$ cat src/rtl/gpio_wake_retention.sv
// gpio_wake_retention
// Always-on pad retention and GPIO wake controller. Synchronises and debounces
// pad inputs, flags configurable wake edges, and on a sleep request freezes the
// pad output/direction/config into retention registers until a wake event has
// been seen and the SoC releases the pads again.
module gpio_wake_retention #(
    parameter  int NB_GPIO     = 32,
    parameter  int CFG_W       = 6,
    parameter  int SYNC_STAGES = 2,
    parameter  int DEB_W       = 4,
    localparam int ID_W        = (NB_GPIO > 1) ? $clog2(NB_GPIO) : 1
) (
    input  logic                       clk_i,
    input  logic                       rst_i,
    input  logic [NB_GPIO-1:0]         gpio_in_i,
    output logic [NB_GPIO-1:0]         gpio_in_o,
    input  logic [NB_GPIO-1:0]         gpio_out_i,
    input  logic [NB_GPIO-1:0]         gpio_dir_i,
    input  logic [NB_GPIO*CFG_W-1:0]   gpio_cfg_i,
    output logic [NB_GPIO-1:0]         gpio_out_o,
    output logic [NB_GPIO-1:0]         gpio_dir_o,
    output logic [NB_GPIO*CFG_W-1:0]   gpio_cfg_o,
    input  logic [2*NB_GPIO-1:0]       wake_mode_i,
    input  logic [DEB_W-1:0]           deb_thr_i,
    input  logic                       sleep_req_i,
    output logic                       sleep_ack_o,
    input  logic                       release_i,
    output logic                       retain_o,
    output logic                       wake_o,
    output logic [ID_W-1:0]            wake_id_o,
    output logic [NB_GPIO-1:0]         wake_status_o,
    input  logic [NB_GPIO-1:0]         status_clr_i
);

    typedef enum logic [1:0] {
        ST_ACTIVE = 2'b00,
        ST_FREEZE = 2'b01,
        ST_RETAIN = 2'b10,
        ST_WAKE   = 2'b11
    } state_t;

    localparam logic [NB_GPIO-1:0]       ZERO_G   = {NB_GPIO{1'b0}};
    localparam logic [NB_GPIO*CFG_W-1:0] ZERO_CFG = {(NB_GPIO*CFG_W){1'b0}};
    localparam logic [DEB_W-1:0]         ZERO_CNT = {DEB_W{1'b0}};
    localparam logic [DEB_W-1:0]         ONE_CNT  = DEB_W'(1'b1);
    localparam logic [ID_W-1:0]          ZERO_ID  = {ID_W{1'b0}};

    // Lowest-index set bit of a status vector; returns zero for an empty vector.
    function automatic logic [ID_W-1:0] lowest_idx(input logic [NB_GPIO-1:0] vec);
        logic [ID_W-1:0] idx;
        idx = ZERO_ID;
        for (int i = NB_GPIO - 1; i >= 0; i--) begin
            if (vec[i]) begin
                idx = ID_W'(i);
            end else begin
                idx = idx;
            end
        end
        return idx;
    endfunction

    logic [NB_GPIO-1:0]       sync_r [SYNC_STAGES];
    logic [NB_GPIO-1:0]       sync_s;
    logic [NB_GPIO-1:0]       filt_r;
    logic [NB_GPIO-1:0]       filt_nxt_s;
    logic [DEB_W-1:0]         cnt_r     [NB_GPIO];
    logic [DEB_W-1:0]         cnt_nxt_s [NB_GPIO];
    logic [NB_GPIO-1:0]       toggle_s;
    logic [NB_GPIO-1:0]       event_s;
    logic [NB_GPIO-1:0]       status_r;

    state_t                   state_r;
    state_t                   state_nxt_s;
    logic                     capture_s;
    logic                     wake_cap_s;
    logic                     retain_r;
    logic                     ack_r;
    logic                     wake_r;
    logic [ID_W-1:0]          wake_id_r;
    logic [NB_GPIO-1:0]       ret_out_r;
    logic [NB_GPIO-1:0]       ret_dir_r;
    logic [NB_GPIO*CFG_W-1:0] ret_cfg_r;

    // Multi-stage synchroniser for the raw pad inputs.
    always_ff @(posedge clk_i or posedge rst_i) begin
        if (rst_i) begin
            for (int i = 0; i < SYNC_STAGES; i++) begin
                sync_r[i] <= ZERO_G;
            end
        end else begin
            sync_r[0] <= gpio_in_i;
            for (int i = 1; i < SYNC_STAGES; i++) begin
                sync_r[i] <= sync_r[i-1];
            end
        end
    end

    assign sync_s    = sync_r[SYNC_STAGES-1];
    assign gpio_in_o = sync_s;

    // Debounce next-state and edge-matched wake event detection per channel.
    always_comb begin
        filt_nxt_s = filt_r;
        toggle_s   = ZERO_G;
        event_s    = ZERO_G;
        for (int k = 0; k < NB_GPIO; k++) begin
            cnt_nxt_s[k] = cnt_r[k];
            if (sync_s[k] == filt_r[k]) begin
                cnt_nxt_s[k] = ZERO_CNT;
            end else if (cnt_r[k] == deb_thr_i) begin
                filt_nxt_s[k] = ~filt_r[k];
                toggle_s[k]   = 1'b1;
                cnt_nxt_s[k]  = ZERO_CNT;
            end else begin
                cnt_nxt_s[k] = cnt_r[k] + ONE_CNT;
            end
            // Old filt value 0 means a rising edge, 1 means a falling edge.
            event_s[k] = toggle_s[k] &
                         ((~filt_r[k] & wake_mode_i[2*k]) |
                          ( filt_r[k] & wake_mode_i[2*k+1]));
        end
    end

    // Debounce filter and counter registers.
    always_ff @(posedge clk_i or posedge rst_i) begin
        if (rst_i) begin
            filt_r <= ZERO_G;
            for (int k = 0; k < NB_GPIO; k++) begin
                cnt_r[k] <= ZERO_CNT;
            end
        end else begin
            filt_r <= filt_nxt_s;
            for (int k = 0; k < NB_GPIO; k++) begin
                cnt_r[k] <= cnt_nxt_s[k];
            end
        end
    end

    // Sticky wake status; a new event beats a simultaneous clear.
    always_ff @(posedge clk_i or posedge rst_i) begin
        if (rst_i) begin
            status_r <= ZERO_G;
        end else begin
            status_r <= (status_r & ~status_clr_i) | event_s;
        end
    end

    // Sleep/wake sequencing: next state and capture strobes.
    always_comb begin
        state_nxt_s = state_r;
        capture_s   = 1'b0;
        wake_cap_s  = 1'b0;
        case (state_r)
            ST_ACTIVE: begin
                if (sleep_req_i) begin
                    state_nxt_s = ST_FREEZE;
                    capture_s   = 1'b1;
                end else begin
                    state_nxt_s = ST_ACTIVE;
                end
            end
            ST_FREEZE: begin
                state_nxt_s = ST_RETAIN;
            end
            ST_RETAIN: begin
                // Any pending status bit wakes, including one left set before sleep.
                if (|status_r) begin
                    state_nxt_s = ST_WAKE;
                    wake_cap_s  = 1'b1;
                end else begin
                    state_nxt_s = ST_RETAIN;
                end
            end
            ST_WAKE: begin
                if (release_i) begin
                    state_nxt_s = ST_ACTIVE;
                end else begin
                    state_nxt_s = ST_WAKE;
                end
            end
            default: begin
                state_nxt_s = ST_ACTIVE;
            end
        endcase
    end

    // State register with registered status flags decoded from the next state.
    always_ff @(posedge clk_i or posedge rst_i) begin
        if (rst_i) begin
            state_r   <= ST_ACTIVE;
            retain_r  <= 1'b0;
            ack_r     <= 1'b0;
            wake_r    <= 1'b0;
            wake_id_r <= ZERO_ID;
        end else begin
            state_r  <= state_nxt_s;
            retain_r <= (state_nxt_s != ST_ACTIVE);
            ack_r    <= (state_nxt_s == ST_RETAIN);
            wake_r   <= (state_nxt_s == ST_WAKE);
            if (wake_cap_s) begin
                wake_id_r <= lowest_idx(status_r);
            end else begin
                wake_id_r <= wake_id_r;
            end
        end
    end

    // Retention registers sample the live pad controls on the sleep request edge.
    always_ff @(posedge clk_i or posedge rst_i) begin
        if (rst_i) begin
            ret_out_r <= ZERO_G;
            ret_dir_r <= ZERO_G;
            ret_cfg_r <= ZERO_CFG;
        end else if (capture_s) begin
            ret_out_r <= gpio_out_i;
            ret_dir_r <= gpio_dir_i;
            ret_cfg_r <= gpio_cfg_i;
        end else begin
            ret_out_r <= ret_out_r;
            ret_dir_r <= ret_dir_r;
            ret_cfg_r <= ret_cfg_r;
        end
    end

    // Pad mux: live pass-through while active, retained values otherwise.
    assign gpio_out_o    = retain_r ? ret_out_r : gpio_out_i;
    assign gpio_dir_o    = retain_r ? ret_dir_r : gpio_dir_i;
    assign gpio_cfg_o    = retain_r ? ret_cfg_r : gpio_cfg_i;

    assign retain_o      = retain_r;
    assign sleep_ack_o   = ack_r;
    assign wake_o        = wake_r;
    assign wake_id_o     = wake_id_r;
    assign wake_status_o = status_r;

endmodule

$ cat config.mk
export PLATFORM = sky130hd
export DESIGN_NAME = gpio_wake_retention
export DESIGN_NICKNAME = d
export VERILOG_FILES = /design/src/rtl/gpio_wake_retention.sv
export SDC_FILE = /design/constraint.sdc
export NUM_CORES = 1
export LEC_CHECK = 0
export BUFFER_PORTS_ARGS = -buffer_cell sky130_fd_sc_hd__buf_4
export CORE_AREA = 2 2 284 286
export DETAILED_ROUTE_END_ITERATION = 8
export DIE_AREA = 0 0 286 288
export GPL_TIMING_DRIVEN = 1
export SKIP_CTS_REPAIR_TIMING = 1
export SLEW_MARGIN = 10
export SYNTH_ARGS = -nofsm -noshare
export SYNTH_HDL_FRONTEND = slang
export SYNTH_SLANG_ARGS = --single-unit
$ cat constraint.sdc
create_clock -name clk_i -period 16.1 [get_ports clk_i]
set_input_delay 2.415 -clock clk_i [delete_from_list [all_inputs] [get_ports clk_i]]
set_output_delay 2.415 -clock clk_i [all_outputs]
set_load 0.02 [all_outputs]
Yosys cells after proc, flatten, opt, wreduce, memory -nomap -nowiden --
Index checks and enable logic that the tools add are counted.
Operators by class: eq/ne operators 69, add/sub/neg operators 32, mux-type cells 171, bitwise operators 195, reductions and logical operators 35
Operators with widths (count):
- $mux W4 | 64
- $mux W192 | 1
- $mux W5 | 32
- $add A4 B1 Y4 const B | 32
- $eq A4 B4 Y1 | 32
- $and A1 B1 Y1 | 96
- $mux W1 | 70
- $mux W32 | 2
- $not A1 Y1 | 64
- $reduce_and A2 Y1 | 32
- $and A32 B32 Y32 | 1
- $eq A1 B1 Y1 | 32
- $not A32 Y32 | 1
- $or A1 B1 Y1 | 32
- $or A32 B32 Y32 | 1
- $reduce_or A32 Y1 | 1
- $eq A2 B2 Y1 const B | 4
- $pmux W2 S4 | 1
- $eq A2 B1 Y1 const B | 1
- $logic_not A2 Y1 | 1
- $mux W2 | 1
- $reduce_bool A2 Y1 | 1
Storage, ports and cells: register bits after elaboration 522, output and inout bits 328, logic and storage cells 577, input bits 392

Depth between registers and ports, before layout --
depth in word-level cells 32, gate-level depth with buffers 7, gate-level depth less buffers 5

Worst setup path after synthesis --
Ideal clock, no wire load.
path kind input port to output port, start point in gpio_cfg_i[0], end point out gpio_cfg_o[0], setup slack 10.968 ns, required time 13.685 ns, path buffers 0, stages on the path 1, arrival time 2.717 ns, cell sequence mux2_2
Between the ends: cells in the longest elaborated chain, start to end 1
RTL lines:
- start: declaration | line 19 | input logic [NB_GPIO*CFG_W-1:0] gpio_cfg_i,
- $mux W192 | line 228 | assign gpio_cfg_o = retain_r ? ret_cfg_r : gpio_cfg_i;
- end: declaration | line 22 | output logic [NB_GPIO*CFG_W-1:0] gpio_cfg_o,
Every way passes these cells.

Worst setup path after layout --
start point reg retain_r, in the netlist retain_o, end point out gpio_cfg_o[139]
Between the ends: cells in the longest elaborated chain, start to end 1
RTL lines:
- start: declaration | line 76 | logic retain_r;
- start signal: assignment | line 197 | retain_r <= (state_nxt_s != ST_ACTIVE);
- $mux W192 | line 228
Every way passes these cells.

==> impl_metrics.env <==
export IMPL_port_buffers=719
export IMPL_final_core_util_pct=41.62
export IMPL_ys_types=47
export IMPL_synth_top_area_share_pct=52.23
export IMPL_ys_top_cells_by_area="dfrtp_1 52%, mux2_2 13%, nand2_1 12%"
export IMPL_cts_buffers=60
export IMPL_swShare_pct=38.26
export IMPL_clk_latency_ns=0.62
export IMPL_initial_core_util_pct=31.40
export IMPL_crit_chain="buf_4 -> buf_4 -> mux2_2 -> buf_4"
export IMPL_worstPathRequired_ns=13.69
export IMPL_critPathLaunch="retain_o"
export IMPL_synth_seq_cells=522
export IMPL_track_usage_pct=18.43
export IMPL_die_area_um2=82370
export IMPL_cts_htree_levels=2
export IMPL_synth_cells=2462
export IMPL_path_clk_slew_ns=0.06
export IMPL_worst_pin_slew_ns=1.151
export IMPL_async_flop_share_pct=100.0
export IMPL_grt_max_degree=196
export IMPL_slew_violations=0
export IMPL_layout_common_cells="806 x nand2_1, 725 x buf_4, 521 x dfrtp_1, 288 x mux2_2, 160 x xor2_1"
export IMPL_power_density_nw_per_um2=184.2
export IMPL_grt_pass1_wl_mm=117.6
export IMPL_drtIter0Drc=1065
export IMPL_critPathKind="register to primary output"
export IMPL_yosysWarningCount=0
export IMPL_timing_slew_headroom_pct=23.27
export IMPL_fmax_ghz=0.1595
export IMPL_power_mw=6.105
export IMPL_vias_per_cell=4.573
export IMPL_synth_top_area_cell="dfrtp_1"
export IMPL_peakVddDrop_v=0.00009866
export IMPL_cts_root_buffer="clkbuf_16"
export IMPL_vias=19336
export IMPL_rsz0062_at_grt="no"
export IMPL_place_area_um2=31160
export IMPL_netSwitchingPower_mw=2.336
export IMPL_grt_pass1_vias=19460
export IMPL_gp_congestion=0.8736
export IMPL_worst_setup_path_start_kind="register"
export IMPL_tns_ns=0
export IMPL_synth_edf_count=0
export IMPL_synthesis_nets=2886
export IMPL_seq_area_frac_synth_pct=52.23
export IMPL_layout_commonest_cell="nand2_1"
export IMPL_p_int_mw=3.769
export IMPL_syn_area_per_cell_um2=10.16
export IMPL_drt_total_wl_mm=78.38
export IMPL_multi_input_comb_area_um2=10990
export IMPL_gr_total_overflow=0
export IMPL_slowest_delay_ns=0.87
export IMPL_cts_sinks=522
export IMPL_synth_ff_type="dfrtp_1"
export IMPL_power_frac_clock_pct=22.6
export IMPL_comb_power_share_pct=43.5
export IMPL_period_needed_ns=6.271
export IMPL_power_leakage_nw=16.83
export IMPL_cp_max_fo=75
export IMPL_drc_errors=0
export IMPL_r2r_start="state_r[1]"
export IMPL_layout_area_seq_um2=13070
export IMPL_finalWorstSetupSlack_ns=9.829
export IMPL_arrival_ns=3.86
export IMPL_first_pass_iters=5
export IMPL_min_from="sync_r[35]"
export IMPL_design_area_um2=33150
export IMPL_fin_crit_sh_pct=38.95
export IMPL_floorplan_rows=104
export IMPL_nets=3543
export IMPL_post_drt_wl_per_cell_um=18.54
export IMPL_hold_path_class="register to register"
export IMPL_ioPinCount=720
export IMPL_drive_above_1_share_pct=36.40
export IMPL_final_cells=4228
export IMPL_cp_end_kind="primary output"
export IMPL_pwr_share_seq_pct=34.0
export IMPL_antenna_found_initial=11
export IMPL_die_h_um=288
export IMPL_area_growth_pct=32.55
export IMPL_whs_ns=0.3395
export IMPL_hpwl_mm=57.23
export IMPL_hold_violations=0
export IMPL_ant_nets=0
export IMPL_fin_skew_ns=0.01871
export IMPL_core_um2=79640
export IMPL_fillers=7871
export IMPL_syn_cell_area_um2=25010
export IMPL_die_width_um=286
export IMPL_dp_cells=4117
export IMPL_cts_tree="yes"
export IMPL_setup_viol=0
export IMPL_maxCapViolCount=0
export IMPL_status="finished clean"
export IMPL_path_common_cell="buf_4"
export IMPL_cp_slowest_cell="buf_4"
export IMPL_clock_path_buffers=3
export IMPL_pre_cts_slack_ns=10.45
==> kinds of logic after synthesis <==
logic type	count (synthesis)	synth area share, %
adders and majority gates	32	1.601
DFF	522	52.23
xor gates and xnor gates	192	6.724
AOI/OAI and AO/OA	128	3.652
and+or+nand+nor	1100	18.93
buffers and inverters	199	3.847
muxes	289	13.01
==> worst max-delay path, delay by kind of cell (launching register included) <==
| family | cells | cell delay, ns |
|---|---|---|
| DFF | 1 | 0.78 |
| buffers and inverters | 3 | 1.88 |
| muxes | 1 | 0.43 |
==> cell usage after synthesis (33+ instances only) <==
| library cell | count |
|---|---|
| nand2_1 | 807 |
| dfrtp_1 | 522 |
| mux2_2 | 288 |
| xor2_1 | 160 |
| nor2_1 | 141 |
| inv_1 | 65 |
| nor2b_1 | 64 |
| buf_2 | 61 |
| clkbuf_1 | 36 |
| o21ai_0 | 36 |
| buf_4 | 35 |
| nand3_1 | 35 |
| nor4_2 | 34 |
| a22o_1 | 33 |
==> path summary, 6_finish.rpt <==
path	end	slack (ns)	depth (start not counted)
max in group asynchronous	ret_cfg_r[119]	11.72	5
worst min-delay path	gpio_in_o[3]	0.34	0
worst min register to register	gpio_in_o[3]	0.34	0
worst max-delay path	gpio_cfg_o[139]	9.83	4
min in group asynchronous	ret_out_r[13]	2.10	3
worst max register to register	ret_cfg_r[94]	13.20	5
==> metal layers <==
layer	part of all wire [%]	vias to the layer above	global-route usage [%]
li1	-	9281	-
met1	41	9279	22.87
met2	48	608	30.88
met3	7.2	154	5.032
met4	3.2	14	6.322
met5	0.13	-	0
==> sequential cells by signal, summed over array words and instances (netlist names) <==
signal	cells
cnt_r	128
filt_r	32
wake_status_o	32
sync_r	32
retain_o	1
wake_id_o	5
ret_out_r	32
gpio_in_o	32
ret_dir_r	32
state_r	2
ret_cfg_r	192
wake_o	1
sleep_ack_o	1
==> power groups by stage <==
stage          clock network (mW)  logic, mW  registers (mW)
4_1_cts                      1.42       2.68            2.07
6_report                     1.38       2.65            2.07
3_3_place_gp                    0       2.64            2.09
3_5_place_dp                    0       2.68            2.08
2_1_floorplan                   0       1.75            1.99
5_1_grt                      1.47       2.88            2.13
==> layout make-up <==
cell class | count | share of cell area, %
Sequential cell | 522 | 39.42
Inverter | 65 | 0.7474
Clock buffer | 89 | 5.251
Clock inverter | 19 | 0.7323
Timing Repair Buffer | 729 | 16.66
Tap cell | 1060 | 4.001
Multi-Input combinational cell | 1741 | 33.16
Antenna cell | 3 | 0.02265
No activity file was read; power rests on OpenSTA's default activity.
